<file path="src/rtl/regfile_check_sequencer_pkg.sv">
// Shared types for the regfile check sequencer: script opcodes, FSM states
// and the field widths of a script entry {op, reg, value}.
package regfile_check_sequencer_pkg;

  localparam int OP_W  = 2;
  localparam int REG_W = 5;

  typedef enum logic [OP_W-1:0] {
    OP_NOP   = 2'b00,
    OP_WAIT  = 2'b01,
    OP_CHECK = 2'b10,
    OP_END   = 2'b11
  } op_e;

  typedef enum logic [1:0] {
    ST_IDLE    = 2'b00,
    ST_RUN     = 2'b01,
    ST_DONE    = 2'b10,
    ST_TIMEOUT = 2'b11
  } state_e;

endpackage

</file>
<file path="src/rtl/regfile_check_sequencer_shadow_regfile.sv">
// Shadow copy of the CPU regfile built from snooped write-backs, with a
// combinational read port that forwards a same-cycle write. x0 reads as 0.
module shadow_regfile
  import regfile_check_sequencer_pkg::*;
#(
  parameter int XLEN     = 32,
  parameter int NUM_REGS = 32
) (
  input  logic             clk,
  input  logic             rst,
  input  logic             wb_we,
  input  logic [REG_W-1:0] wb_addr,
  input  logic [XLEN-1:0]  wb_data,
  input  logic [REG_W-1:0] rd_addr,
  output logic [XLEN-1:0]  rd_data
);

  logic [XLEN-1:0] regs [NUM_REGS];

  // NOTE: this storage is reset entry by entry because a run must never compare
  // against values left over from before reset; the script RAM has no reset.
  always_ff @(posedge clk) begin
    if (rst) begin
      for (int i = 0; i < NUM_REGS; i++) regs[i] <= '0;
    end else if (wb_we && wb_addr != '0) begin
      regs[wb_addr] <= wb_data;
    end
  end

  always_comb begin
    rd_data = regs[rd_addr];
    if (rd_addr == '0) begin
      rd_data = '0;
    end else if (wb_we && wb_addr == rd_addr) begin
      rd_data = wb_data;
    end
  end

endmodule

</file>
<file path="src/rtl/regfile_check_sequencer.sv">
// Script-driven WAIT/CHECK/END monitor over a shadowed regfile with a global
// run timeout. Define STOP_ON_FAIL_EN to end the run at the first CHECK mismatch.
module regfile_check_sequencer
  import regfile_check_sequencer_pkg::*;
#(
  parameter  int XLEN           = 32,
  parameter  int NUM_REGS       = 32,
  parameter  int DEPTH          = 16,
  parameter  int TIMEOUT_CYCLES = 1000,
  localparam int ADDR_W         = $clog2(DEPTH),
  localparam int CNT_W          = $clog2(TIMEOUT_CYCLES + 1),
  localparam int ENTRY_W        = OP_W + REG_W + XLEN
) (
  input  logic               clk,
  input  logic               rst,
  input  logic               wb_we,
  input  logic [REG_W-1:0]   wb_addr,
  input  logic [XLEN-1:0]    wb_data,
  input  logic               prog_we,
  input  logic [ADDR_W-1:0]  prog_addr,
  input  logic [ENTRY_W-1:0] prog_data,
  input  logic               start,
  output logic               busy,
  output logic               done,
  output logic               pass,
  output logic               timed_out,
  output logic [ADDR_W:0]    fail_count,
  output logic [ADDR_W-1:0]  fail_idx
);

  logic [ENTRY_W-1:0] script [DEPTH];

  state_e             state_q, state_d;
  logic [ADDR_W-1:0]  pc_q;
  logic [CNT_W-1:0]   timer_q;
  logic [ADDR_W:0]    fail_count_q;
  logic [ADDR_W-1:0]  fail_idx_q;

  logic [ENTRY_W-1:0] entry;
  op_e                op;
  logic [REG_W-1:0]   ent_reg;
  logic [XLEN-1:0]    ent_val, cmp_val;
  logic               running, start_run, cmp_eq, last_entry, timeout_hit;
  logic               advance, check_fail, finish;

  assign running     = (state_q == ST_RUN);
  assign start_run   = start && !running;
  assign entry       = script[pc_q];
  assign op          = op_e'(entry[ENTRY_W-1 -: OP_W]);
  assign ent_reg     = entry[XLEN +: REG_W];
  assign ent_val     = entry[XLEN-1:0];
  assign cmp_eq      = (cmp_val == ent_val);
  assign last_entry  = (pc_q == ADDR_W'(DEPTH - 1));
  assign timeout_hit = (timer_q == CNT_W'(TIMEOUT_CYCLES - 1));

  shadow_regfile #(
    .XLEN     (XLEN),
    .NUM_REGS (NUM_REGS)
  ) u_shadow (
    .clk     (clk),
    .rst     (rst),
    .wb_we   (wb_we),
    .wb_addr (wb_addr),
    .wb_data (wb_data),
    .rd_addr (ent_reg),
    .rd_data (cmp_val)
  );

  // The script is frozen while a run is in progress.
  always_ff @(posedge clk) begin
    if (prog_we && !running) script[prog_addr] <= prog_data;
  end

  // NOTE: every signal gets a default before the case so no path leaves it
  // unassigned, which would otherwise infer a latch.
  always_comb begin
    advance    = 1'b0;
    check_fail = 1'b0;
    finish     = 1'b0;
    if (running) begin
      case (op)
        OP_WAIT:  advance = cmp_eq;
        OP_CHECK: begin
          advance    = 1'b1;
          check_fail = !cmp_eq;
        end
        default:  finish = 1'b1;  // OP_END, and OP_NOP treated as END
      endcase
      if (advance && last_entry) finish = 1'b1;
`ifdef STOP_ON_FAIL_EN
      if (check_fail) finish = 1'b1;
`endif
    end
  end

  always_ff @(posedge clk) begin
    if (rst) state_q <= ST_IDLE;
    else     state_q <= state_d;
  end

  // Completion in the timeout cycle takes priority over the timeout.
  always_comb begin
    state_d = state_q;
    case (state_q)
      ST_RUN: begin
        if (finish)           state_d = ST_DONE;
        else if (timeout_hit) state_d = ST_TIMEOUT;
      end
      default: if (start) state_d = ST_RUN;
    endcase
  end

  always_comb begin
    busy      = running;
    done      = (state_q == ST_DONE) || (state_q == ST_TIMEOUT);
    timed_out = (state_q == ST_TIMEOUT);
    pass      = (state_q == ST_DONE) && (fail_count_q == '0);
  end

  always_ff @(posedge clk) begin
    if (rst || start_run) begin
      pc_q         <= '0;
      timer_q      <= '0;
      fail_count_q <= '0;
      fail_idx_q   <= '0;
    end else if (running) begin
      timer_q <= timer_q + CNT_W'(1);
      if (advance && !last_entry) pc_q <= pc_q + ADDR_W'(1);
      if (check_fail) begin
        if (fail_count_q != '1) fail_count_q <= fail_count_q + (ADDR_W+1)'(1);
        if (fail_count_q == '0) fail_idx_q   <= pc_q;
      end
    end
  end

  assign fail_count = fail_count_q;
  assign fail_idx   = fail_idx_q;

endmodule

</file>
<file path="config.mk">
export PLATFORM = sky130hd
export DESIGN_NAME = regfile_check_sequencer
export DESIGN_NICKNAME = d
export VERILOG_FILES = /design/src/rtl/regfile_check_sequencer_pkg.sv /design/src/rtl/regfile_check_sequencer_shadow_regfile.sv /design/src/rtl/regfile_check_sequencer.sv
export SDC_FILE = /design/constraint.sdc
export NUM_CORES = 2
export LEC_CHECK = 0
export CAP_MARGIN = 20
export CORE_UTILIZATION = 52
export DETAILED_ROUTE_END_ITERATION = 6
export PLACE_DENSITY_LB_ADDON = 0.25
export SLEW_MARGIN = 20
export SYNTH_ARGS = -nofsm -noshare
export SYNTH_HDL_FRONTEND = slang
export SYNTH_SLANG_ARGS = --single-unit
</file>
<file path="constraint.sdc">
create_clock -name clk -period 6.7 [get_ports clk]
set_clock_uncertainty 0.1 [all_clocks]
set_input_delay 1.675 -clock clk [delete_from_list [all_inputs] [get_ports clk]]
set_output_delay 1.675 -clock clk [all_outputs]
set_load 0.03 [all_outputs]
</file>
* After elaboration in Yosys (flattened, before gate mapping)
Memories as Yosys holds them, arrays and structs flattened. A register that Yosys moved wholly into a read port is not among the register bits.
Cells that the tools add are included.
** Storage, ports and cells
- Memories kept :: 2
- RAM bits :: 1648
- Bits in registers :: 25
- Input port bits :: 85
** Operators by class
- $add $sub $neg :: 3
- Eq/ne operators :: 11
- Reductions and logical operators :: 22
- Multiplexer cells :: 26
** Memories
- u_shadow.regs :: depth 32, width 32, read ports 1, clocked after Yosys merged registers in 0, wr ports 32, line regfile_check_sequencer_shadow_regfile.sv:18 : logic [XLEN-1:0] regs [NUM_REGS];
- script :: depth 16, width 39, read ports 1, clocked after Yosys merged registers in 1, wr ports 1, line regfile_check_sequencer.sv:31 : logic [ENTRY_W-1:0] script [DEPTH];
** Operators with widths (number)
- $mux W32 :: 3
- $eq A32 B32 Y1 :: 1
- $reduce_or A32 Y1 :: 1
- $mux W1 :: 15
- $add A10 B1 Y10 const B :: 1
- $eq A10 B10 Y1 const B :: 1
- $logic_not A5 Y1 :: 2
- $mux W2 :: 4
- $mux W4 :: 2
- $logic_and A1 B1 Y1 :: 7
- $eq A2 B2 Y1 const B :: 3
- $reduce_and A3 Y1 :: 2
- $add A5 B1 Y5 const B :: 1
- $eq A5 B5 Y1 :: 1
- $mux W5 :: 1
- $ne A5 B5 Y1 const B :: 1
- $reduce_bool A5 Y1 :: 1
- $add A4 B1 Y4 const B :: 1
- $eq A2 B1 Y1 const B :: 2
- $eq A4 B4 Y1 const B :: 1
- $reduce_and A2 Y1 :: 2
- $logic_not A1 Y1 :: 3
- $ne A3 B1 Y1 const B :: 1
- $logic_or A1 B1 Y1 :: 2
- other kinds (3) :: 3

* Depth between registers and ports, before layout
- Word-level depth :: 12
- Gate-level depth with buffers :: 24
- Gate-level depth less buffers :: 14

* By module
From an unflattened synthesis, not the netlist that was laid out.
** Unflattened totals
- Cell total of the unflattened synthesis :: 4350
- Area total of the unflattened synthesis :: 73091.4 um^2
** By module, submodules not included
- shadow_regfile :: times used 1, area each 47112.7 um^2, seq. area each 30749.5 um^2, cells an instance 3065
- regfile_check_sequencer :: times used 1, area each 25978.7 um^2, seq. area each 19318.5 um^2, cells an instance 1285

* Worst setup path before layout
OpenSTA, ideal clock, no wires.
- Kind :: input port to flip-flop
- From :: in prog_addr[1]
- To :: mem script[0][0] (netlist bit), enable pin
- Path slack :: 1028 ps
- Library setup time :: 484 ps
- Buffers on the path :: 0
- Stages on the path :: 2
- Arrival :: 5088 ps
- Cells stage by stage :: or4b_2 -> nor3_1
** RTL lines
- start: declaration :: line regfile_check_sequencer.sv:20 : input logic [ADDR_W-1:0] prog_addr,
- end: declaration :: line regfile_check_sequencer.sv:31
Straight into the memory's write port.

==> reports/results.ini <==
[timing]
post-route-min-period_ns=6.592
drv_slew=0
maxSlewHeadroom_pct=19.04
rsz0062_at_grt=false
tightestPinTransition_ns=1.212
setup_tns_ns=0
fin_crit_sh_pct=98.38
fmax_mhz=151.7
setup_viol_count_final=0
finalHoldViolCount=0
timing.final.ws_setup_ns=0.1083

[synth]
synthSimpleGateAreaFrac_pct=15.89
synth_edf_count=1648
ys_ff_latch=1677
synth_top_family_by_area=simple AND/OR/NAND/NOR gates
syn_avg_cell_area_sq_um=13.82
synthXorXnorAreaFrac_pct=0.3329
ys_warn_count=0
synth_mux_area_share_pct=9.298
synthAdderAreaFrac_pct=0.1189
synth_compound_area_share_pct=3.431
synthCells=5332
synthesis.area_sq_um=73660
synth_ff_type=edfxtp_1
synth_cell_types=84
ys_seq_area_share_pct=67.97
synth_top_area_share_pct=67.18
synthArstFlopShare_pct=0
synth_largest_area_cell=edfxtp_1
synth_area_leaders=edfxtp_1 67%, mux4_2 6.2%, and2_1 5.3%

[critical_path]
critPathArrivalTime_ns=7.17
worstSetupPathType=register to register
endpoint_kind=register
start_kind=register
r2r_cells=16
cp_data_required_time_ns=7.28
cp_max_fo=19
ff2ff_setup_slack_ns=0.11

[clock_network]
cts_buffers=171
postCtsHoldBufs=0
root_buffer=clkbuf_16
clockBufferDepth=3
ctsResizeCount=0
htreeDepth=4
clk_pin_slew_ns=0.06
post_cts_buffers=0
cts_tree=done
insertion_delay_ns=0.81
cts_sinks=1677

[floorplanning]
die-width_um=378.4
die_height_um=378.4
core_area_sq_um=140000
rows=137
pin_count=98
die_area_sq_um=143200
initial_utilization_pct=52.60

[drt]
first_iter_violations=6102
drtPass1Iterations=7
drcViolationCount=2
vias=47299
via_per_inst=6.368
ant_nets=0
wl_per_cell_um=29.42
totalWireLength_mm=218.5

[placement]
postPlaceCellArea_sq_um=77370
place_hpwl_mm=134.3
io_buffers=97
post-place-ws_ns=0.1701
gp_congestion=0.9716
dp_cells=7104

[pwr]
power_w=0.02254
total_leakage_power_nw=27.87
p_per_area_nw_per_um2=272.0
ir_drop_uv=286.0

[final_layout]
nFillCells=10679
layout-drive-gt1-share_pct=14.07
final_common_cell=edfxtp_1
num-nets-final=5493
post-route-cell-area_sq_um=82870
instances_no_fill=7428
syn2layout_area_growth_pct=12.49
most-common-layout-cells=1648 x edfxtp_1, 687 x nand2_1, 622 x and2_1, 398 x nor3_1, 278 x nand3_1

[global_routing]
grt_pass1_wl_mm=314.8
grt_use_total_pct=30.48
grt-ovfl-total=0
grt_max_degree=74
grt_pass1_vias=45516
antenna_found_initial=15

[status]
status=finished, violations left
violations=DRC

[run]
cap_violations=0

[min_path]
holdCritStartpoint=timer_q[1]
hp-class=register to register

==> logic make-up (layout without fill, tap and decap cells) <==
logic type	after synthesis	after routing
AO/OA/AOI/OAI	385	385
XOR/XNOR	28	28
adder cells (fa/ha/maj)	7	7
buffers and inverters	501	682
flip-flops	1677	1677
multiplexers	427	427
other	1	40
AND/OR/NAND/NOR	2306	2306
==> flip-flops by register name (all words and copies together), names as in the netlist, named ones only <==
register,count
pc_q,4
script,624
u_shadow.regs,1024
fail_idx,4
state_q,2
timer_q,10
fail_count,5
==> stage by stage <==
step / hold slack [ns] / util (%)
after global placement: 0.3587 / 55.23
after detailed placement: 0.3709 / 55.24
after global routing: 0.4047 / 59.16
after floorplan: 0.3490 / -
final: 0.3744 / 59.17
after CTS: 0.3788 / 59.15
==> layer usage <==
layer / up-vias / routed length, um / global-route usage (%)
li1: 20039 / - / -
met1: 23849 / 81320 / 39.69
met2: 2826 / 102800 / 48.36
met3: 565 / 24670 / 8.093
met4: 20 / 9656 / 12.99
met5: - / 126 / 0
==> critical path, stage by stage (launching register included) <==
cell      delay, ns
dfxtp_4        0.58
mux4_2         0.59
mux2_2         0.38
mux2i_4        0.73
buf_4          0.41
nor3_2         0.17
buf_4          0.20
nand3_1        0.07
nand4_1        0.16
a311oi_1       0.81
nand2b_1       0.20
a41oi_1        0.23
or3b_1         0.43
or4_1          0.47
nor4_4         0.49
mux2i_1        0.27
nand3_1        0.11
==> synthesized netlist by cell type (13+ instances only) <==
cell / instances
a31oi_1: 28
nand2_1: 689
nor4_1: 46
o21ai_0: 23
and2_1: 622
xor2_1: 13
and3_1: 23
nand3_1: 283
clkbuf_1: 280
dfxtp_1: 29
edfxtp_1: 1648
or2_2: 33
or4_1: 14
mux4_2: 202
nor2_1: 106
a32oi_1: 24
nand4_1: 37
mux2i_1: 208
xnor2_1: 15
o22ai_1: 49
buf_1: 63
nor3_1: 404
inv_1: 30
a221oi_1: 16
buf_2: 97
buf_6: 18
a21oi_1: 146
==> where the power goes <==
group	switching [W]	total [W]	internal, W
registers	0.000110	0.0120	0.0119
clock network	0.00415	0.00937	0.00522
logic	0.000849	0.00116	0.000310
==> worst min-delay path by stage <==
stage                  to  cells past startpoint
2_1_floorplan  timer_q[1]                      2
3_3_place_gp   timer_q[1]                      2
3_5_place_dp   timer_q[1]                      2
4_1_cts        timer_q[1]                      2
5_1_grt        timer_q[1]                      2
6_report       timer_q[1]                      2
==> cell type report <==
cell class | instances | area, sq um | share of cell area, %
clock buffer | 208 | 4471 | 5.395
clock inverter | 108 | 1001 | 1.208
antenna | 8 | 20.02 | 0.02416
timing repair buffer | 335 | 3030 | 3.657
sequential | 1677 | 50080 | 60.44
inverter | 31 | 116.4 | 0.1404
tap | 1876 | 2347 | 2.833
multi-input combinational | 3185 | 21800 | 26.31
Power figures use the tool's default switching activity.
